<file path="src/rtl/rom_table_streamer.sv">
// Read-side sequencer for a synchronous-read lookup ROM: walks addresses 0..TABLE_LEN-1
// and presents each entry on a valid/ready byte stream. Optional macro: SEQ_GAP_EN.
module rom_table_streamer #(
  parameter int DATA_WIDTH = 8,
  parameter int ADDR_WIDTH = 8,
  parameter int TABLE_LEN  = 19,
  parameter int GAP_CYCLES = 4
) (
  input  logic                  clk,
  input  logic                  rst_n,
  input  logic                  start,
  input  logic                  abort,
  output logic [ADDR_WIDTH-1:0] rom_addr,
  input  logic [DATA_WIDTH-1:0] rom_data,
  output logic [DATA_WIDTH-1:0] m_data,
  output logic                  m_valid,
  input  logic                  m_ready,
  output logic                  busy,
  output logic                  done,
  output logic [2:0]            state_dbg
);

  localparam logic [2:0] S_IDLE  = 3'd0;
  localparam logic [2:0] S_FETCH = 3'd1;
  localparam logic [2:0] S_LATCH = 3'd2;
  localparam logic [2:0] S_SEND  = 3'd3;
  localparam logic [2:0] S_GAP   = 3'd4;

  // Compared at ADDR_WIDTH bits; TABLE_LEN <= 2**ADDR_WIDTH so the address never wraps.
  localparam logic [ADDR_WIDTH-1:0] LAST_ADDR = ADDR_WIDTH'(TABLE_LEN - 1);

`ifdef SEQ_GAP_EN
  localparam int GAP_W = (GAP_CYCLES > 0) ? $clog2(GAP_CYCLES + 1) : 1;
  localparam logic [GAP_W-1:0] GAP_LOAD = GAP_W'((GAP_CYCLES > 0) ? GAP_CYCLES - 1 : 0);
  localparam bit GAP_ON = (GAP_CYCLES > 0);
`else
  // Gap logic is not built; GAP_CYCLES has no effect and GAP is unreachable.
  localparam bit GAP_ON = 1'b0 && (GAP_CYCLES > 0);
`endif

  logic [2:0]            state_q, state_d;
  logic [ADDR_WIDTH-1:0] addr_q, addr_d;
  logic [DATA_WIDTH-1:0] data_q, data_d;
  logic                  valid_q, valid_d;
  logic                  busy_q, busy_d;
  logic                  done_q, done_d;
`ifdef SEQ_GAP_EN
  logic [GAP_W-1:0]      gap_cnt_q, gap_cnt_d;
`endif

  // Stream handshake: a beat transfers on a rising edge where m_valid && m_ready are both
  // high. Once m_valid rises, m_valid and m_data hold until that edge; only abort or
  // reset may withdraw a beat, and a beat withdrawn by abort is not a transfer.
  always_comb begin
    state_d   = state_q;
    addr_d    = addr_q;
    data_d    = data_q;
    valid_d   = valid_q;
    busy_d    = busy_q;
    done_d    = 1'b0;
`ifdef SEQ_GAP_EN
    gap_cnt_d = gap_cnt_q;
`endif
    case (state_q)
      S_IDLE: begin
        if (start) begin
          addr_d  = '0;
          busy_d  = 1'b1;
          state_d = S_FETCH;
        end
      end
      S_FETCH: state_d = S_LATCH;
      S_LATCH: begin
        data_d  = rom_data;
        valid_d = 1'b1;
        state_d = S_SEND;
      end
      S_SEND: begin
        if (valid_q && m_ready) begin
          valid_d = 1'b0;
          if (addr_q == LAST_ADDR) begin
            done_d  = 1'b1;
            busy_d  = 1'b0;
            state_d = S_IDLE;
          end else begin
            addr_d  = addr_q + 1'b1;
            state_d = GAP_ON ? S_GAP : S_FETCH;
`ifdef SEQ_GAP_EN
            gap_cnt_d = GAP_LOAD;
`endif
          end
        end
      end
`ifdef SEQ_GAP_EN
      S_GAP: begin
        if (gap_cnt_q == '0) state_d = S_FETCH;
        else gap_cnt_d = gap_cnt_q - 1'b1;
      end
`endif
      default: state_d = S_IDLE;
    endcase

    // Abort wins over start and over a handshake on the same edge.
    if (abort) begin
      valid_d = 1'b0;
      busy_d  = 1'b0;
      done_d  = 1'b0;
      state_d = S_IDLE;
`ifdef SEQ_GAP_EN
      gap_cnt_d = '0;
`endif
    end
  end

  always_ff @(posedge clk or negedge rst_n) begin
    if (!rst_n) begin
      state_q   <= S_IDLE;
      addr_q    <= '0;
      data_q    <= '0;
      valid_q   <= 1'b0;
      busy_q    <= 1'b0;
      done_q    <= 1'b0;
`ifdef SEQ_GAP_EN
      gap_cnt_q <= '0;
`endif
    end else begin
      state_q   <= state_d;
      addr_q    <= addr_d;
      data_q    <= data_d;
      valid_q   <= valid_d;
      busy_q    <= busy_d;
      done_q    <= done_d;
`ifdef SEQ_GAP_EN
      gap_cnt_q <= gap_cnt_d;
`endif
    end
  end

  assign rom_addr  = addr_q;
  assign m_data    = data_q;
  assign m_valid   = valid_q;
  assign busy      = busy_q;
  assign done      = done_q;
  assign state_dbg = state_q;

endmodule

</file>
<file path="config.mk">
export PLATFORM = sky130hd
export DESIGN_NAME = rom_table_streamer
export DESIGN_NICKNAME = d
export VERILOG_FILES = /design/src/rtl/rom_table_streamer.sv
export SDC_FILE = /design/constraint.sdc
export NUM_CORES = 1
export LEC_CHECK = 0
export CORE_MARGIN = 5
export CORE_UTILIZATION = 48
export CTS_CLUSTER_SIZE = 30
export DETAILED_ROUTE_END_ITERATION = 6
export PLACE_DENSITY_LB_ADDON = 0.2
export SYNTH_ARGS = -nofsm -noshare
export SYNTH_HDL_FRONTEND = slang
export SYNTH_SLANG_ARGS = --single-unit
</file>
<file path="constraint.sdc">
create_clock -name clk -period 5.76 [get_ports clk]
set_clock_uncertainty 0.2 [all_clocks]
set_input_delay 1.152 -clock clk [delete_from_list [all_inputs] [get_ports clk]]
set_output_delay 1.152 -clock clk [all_outputs]
set_load 0.02 [all_outputs]
</file>
* Word level (Yosys, flattened, before mapping)
Cells that the tools add are included.
** Storage, ports and cells
- Flip-flop bits (word level) :: 22
- Input bits :: 13
- Output and inout bits :: 22
** Operators by class
- Equal/unequal tests :: 10
- Add/sub/neg operators :: 1
- Mux-type cells :: 21
- Reduce and logical (&&, ||, !) cells :: 9
** Operator list (number)
- 8-bit two-way mux :: 3
- 8-bit case mux with 2 select lines :: 1
- 3-bit case mux with 4 select lines :: 1
- 1-bit two-way mux :: 11
- 3-bit two-way mux :: 3
- 3-bit inequality test (second input constant) :: 3
- 8-bit by 1-bit adder with 8-bit output (second input constant) :: 1
- 8-bit by 5-bit equality test with 1-bit output (second input constant) :: 1
- 4-bit AND reduction :: 2
- 3-bit by 2-bit equality test with 1-bit output (second input constant) :: 2
- 2-bit inequality test (second input constant) :: 3
- 3-bit nonzero test :: 2
- 1-bit case mux with 2 select lines :: 2
- 2-bit AND reduction :: 2
- 3-bit by 1-bit equality test with 1-bit output (second input constant) :: 1
- 3-bit logical NOT :: 1
- 2-bit nonzero test :: 1
- 1-bit logical AND :: 1

* Depth between registers and ports, before layout
- Depth in word-level cells :: 5
- Depth in mapped cells :: 6

* Least setup slack after synthesis
OpenSTA, ideal clock, no wires.
- Path kind :: input to register
- Start point :: input port m_ready
- End point :: register addr_q[0], in the netlist rom_addr[0]
- Stages :: 4
- Slack :: 3318 ps
- Setup time :: 125 ps
- Arrival :: 2117 ps
- Cell sequence :: nand2_1 > a21o_1 > or3b_1 > mux2_4
** On the way
- Cells in the longest elaborated chain, start to end :: 3
** RTL lines
- start, declared :: line 17 : input logic m_ready,
- 1-bit logical AND :: line 79 : if (valid_q && m_ready) begin
- 2-bit inequality test (no line)
- 4-bit AND reduction (no line)
- end signal, assigned :: line 128 : addr_q <= addr_d;
- end, declared :: line 42 : logic [ADDR_WIDTH-1:0] addr_q, addr_d;
No other way between the ends.
A chain may end at the register's enable or synchronous reset.

* Final worst setup path
- Start point :: register addr_q[4], in the netlist rom_addr[4]
- End point :: output port rom_addr[4]
** RTL lines
- end, declared :: line 13 : output logic [ADDR_WIDTH-1:0] rom_addr,
No word-level cell between the ends.

==> summary by stage <==
Run status
The run finished with clean final reports.

Clocking
Clock tree synthesis selected as its root buffer the cell sky130_fd_sc_hd__clkbuf_4. After clock tree synthesis, the repair step resized 0 gates. The deepest level of the CTS H-tree is 1.

The number of buffers on the longest clock path is 2. The latest clock arrival within the worst-skew pair is 310 ps. In this run, post-CTS hold repair placed 0 buffers. The CTS buffer count is 3. After clock tree synthesis, the setup repair step added 0 buffers. The CTS clock-pin slew for the worst setup and hold paths is between 100 and 150 ps. The total number of clock tree sinks is 21. The CTS tree is built.

Die
The cell row count is 17. The die is 56.8 um tall. The area of the core region is 0.00215 mm2. The number of top-level design ports is 35. Measured along the x axis, the die boundary spans 56.8 um. The die covers 0.00322 mm2. The initial utilization of the core area, before any placement, comes to 0.489.

Critical path
The data arrival time of the critical path is ~1400 ps. By startpoint and endpoint, the worst setup path is classified as reg -> out. The most critical setup path has its startpoint at rom_addr[4]. In this design, the stage delay of the slowest critical-path cell is about 640 ps.

The maximum fanout count along the critical path is 6. The number of buffers and inverters on the critical path is 1. The worst register-to-register path begins at state_dbg[0].

The type of destination of the critical path is a primary output. The critical path goes through clkdlybuf4s50_1. The slowest cell on the critical path is sky130_fd_sc_hd__clkdlybuf4s50_1.

The worst endpoint required time is 4410 ps. The kind of cell adding the most delay to the critical path is buffers and inverters. STA classifies the critical path startpoint as a flip-flop.

Timing
The worst max-slew margin expressed relative to the limit is 0.396. Setup repair after global routing left no endpoint under its margin. The peak clock frequency supported by timing is 0.361 GHz. For the finished layout, the period the worst path requires is 2770 ps. In the finished design, the share of the clock period the worst path needs comes to 0.481. The final hold violation count came to 0.

After routing, the total negative slack on setup checks comes to 0 ps. The final hold slack is between 300 and 400 ps. At the pin with the least slew margin, the transition time is 904 ps.

The final count of negative-setup-slack endpoints is 0. The max-slew violation count is 0.

Cells and area
Counting the fill cells in the layout gives 175. The core occupancy in the finished layout is 0.666. Leaving out fill and tap cells, the most frequent cells in the layout are sky130_fd_sc_hd__clkdlybuf4s50_1, sky130_fd_sc_hd__dfrtp_1, sky130_fd_sc_hd__mux2_2. In the final layout, flip-flops and latches occupy 526 um2.

Of the cells placed in the final design, the portion with a size suffix greater than 1 is 0.126. Summing all multi-input logic gate instances after layout gives 498 um2. The most common library cell in the layout ignoring fill and taps is sky130_fd_sc_hd__clkdlybuf4s50_1.

The layout overhead on the synthesized area is 36.4%. The antenna diode count is 0. The cell area after layout is 0.00143 mm2.

The layout net count is between 100 and 150.

Run
The number of max-cap violations is 0.

Yosys
The largest area contributor in the synthesized netlist is sky130_fd_sc_hd__dfrtp_1. The average cell area after synthesis is 11.4 um2. The number of unique standard cell types used by synthesis is 35. By area the synthesized netlist is led by sky130_fd_sc_hd__dfrtp_1, sky130_fd_sc_hd__mux2_2, sky130_fd_sc_hd__ha_1. The part of the Yosys area used for sequential elements is 0.501. The cell area after synthesis is 0.00105 mm2. The number of synthesized register bits is 21. The cell count after synthesis is 92. Yosys printed 0 warnings. The total nets after synthesis is 110. The share of Yosys cell area claimed by the top area cell type is 0.501.

GRT
For this run, the total global-route usage over all layers was measured as 0.152. The number of antenna violations at the first check in global routing was 0. The via count of the first global-routing pass came to roughly 920. The remaining global-route overflow is 0.

Entering global routing, the biggest net connects 22 pins. The first global-routing pass estimated 3.91 mm of wire.

Drt
The average wire length per cell after detail routing is 14.2 um. The count of nets left with antenna violations once routing finished came out at 0. The total length of routed wires is 2.21 mm. The first TritonRoute pass finished after 4 iterations. The first-iteration detailed-routing DRC count is 9. The number of remaining DRC errors is 0.

The via count is roughly 850. After detailed routing, the number of vias per cell comes to 5.49.

Placement
The post-placement cell area is ~0.0014 mm2. The global placement routability congestion is roughly 0.8. The estimated wirelength of the detail-placed design is ~1.7 mm.

Buffers placed on the I/O ports in this run total 33.

Worst hold path
The worst hold path begins at m_data[3]. The class of the tightest hold or removal check is reg -> reg.

Power
The reported leakage power is 0.605 nW. The post-route total power is 0.577 mW. The power per unit of standard cell area is 403 mW/mm2.

VDD sags by at most 0.398 mV.
-- sequential cells by signal (all words and copies together), names as in the netlist --
signal	cells
rom_addr	8
m_valid	1
done	1
state_dbg	2
busy	1
m_data	8
-- cells by family (layout without fill, tap and decap cells) --
group	Yosys count	count (layout)	synth area share
simple gates	31	31	0.182
other cells	1	1	0.00357
xor+xnor	2	2	0.0167
flops	21	21	0.501
compound gates	15	15	0.0930
mux	11	11	0.119
fa+ha+maj	5	5	0.0596
buf+inv	6	41	0.0250
-- layout make-up --
cell class | count | share of cell area
clock buffer | 3 | 0.0157
clock inverter | 1 | 0.00350
inverter | 4 | 0.0105
multi-input combinational | 65 | 0.348
sequential | 21 | 0.367
tap | 28 | 0.0245
timing repair buffer | 33 | 0.231
-- cell usage after synthesis --
master / n
sky130_fd_sc_hd__nor3b_1: 1
sky130_fd_sc_hd__o2bb2ai_1: 2
sky130_fd_sc_hd__dfrtp_1: 21
sky130_fd_sc_hd__and3_1: 2
sky130_fd_sc_hd__o21ai_0: 1
sky130_fd_sc_hd__or3_1: 2
sky130_fd_sc_hd__nand2_1: 6
sky130_fd_sc_hd__o21ai_1: 3
sky130_fd_sc_hd__inv_1: 4
sky130_fd_sc_hd__a211o_1: 1
sky130_fd_sc_hd__conb_1: 1
sky130_fd_sc_hd__or3b_1: 1
sky130_fd_sc_hd__nand3b_1: 1
sky130_fd_sc_hd__clkbuf_1: 1
sky130_fd_sc_hd__mux2_2: 8
sky130_fd_sc_hd__nand3_1: 5
sky130_fd_sc_hd__nand4bb_1: 1
sky130_fd_sc_hd__a211oi_1: 1
sky130_fd_sc_hd__nor2b_4: 1
sky130_fd_sc_hd__or4_1: 1
sky130_fd_sc_hd__mux2_4: 1
sky130_fd_sc_hd__a21oi_1: 4
sky130_fd_sc_hd__and3b_4: 1
sky130_fd_sc_hd__ha_1: 5
sky130_fd_sc_hd__mux2i_1: 2
sky130_fd_sc_hd__buf_4: 1
sky130_fd_sc_hd__a21o_1: 1
sky130_fd_sc_hd__nor3_1: 1
sky130_fd_sc_hd__nor4_1: 1
sky130_fd_sc_hd__o31ai_1: 1
sky130_fd_sc_hd__nor2_1: 5
sky130_fd_sc_hd__a221oi_1: 1
sky130_fd_sc_hd__xnor2_1: 2
sky130_fd_sc_hd__or2b_1: 1
sky130_fd_sc_hd__nor4_2: 1
-- per-stage QoR --
step | cells | worst slack (ps)
floorplan | 92 | 3320
global placement | 151 | 2750
detailed placement | 151 | 2700
CTS | 155 | 2970
global route | 155 | 2920
finish | 155 | 2990
-- path summary, 6_finish.rpt --
kind                                to  slack [ps]  cells past startpoint
setup / recovery           rom_addr[4]        2990                      1
hold / removal               m_data[3]         320                      1
setup reg to reg           rom_addr[0]        3580                      6
hold reg to reg              m_data[3]         320                      1
max in group asynchronous    m_data[7]        3670                      1
min in group asynchronous  rom_addr[6]        1140                      1
-- report_power, final --
group,total [mW],switching [mW],internal (mW)
clock network,0.0729,0.0470,0.0259
logic,0.290,0.143,0.148
registers,0.214,0.0254,0.188
total,0.577,0.215,0.362
-- per-layer routing --
metal / vias to the layer above / routed length [um] / GRT usage
met4: 0 / 31 / 0.0861
met5: - / 0 / 0
met1: 414 / 859 / 0.166
met2: 31 / 1140 / 0.252
li1: 400 / - / -
met3: 6 / 176 / 0.0529
Power figures use the tool's default switching activity.
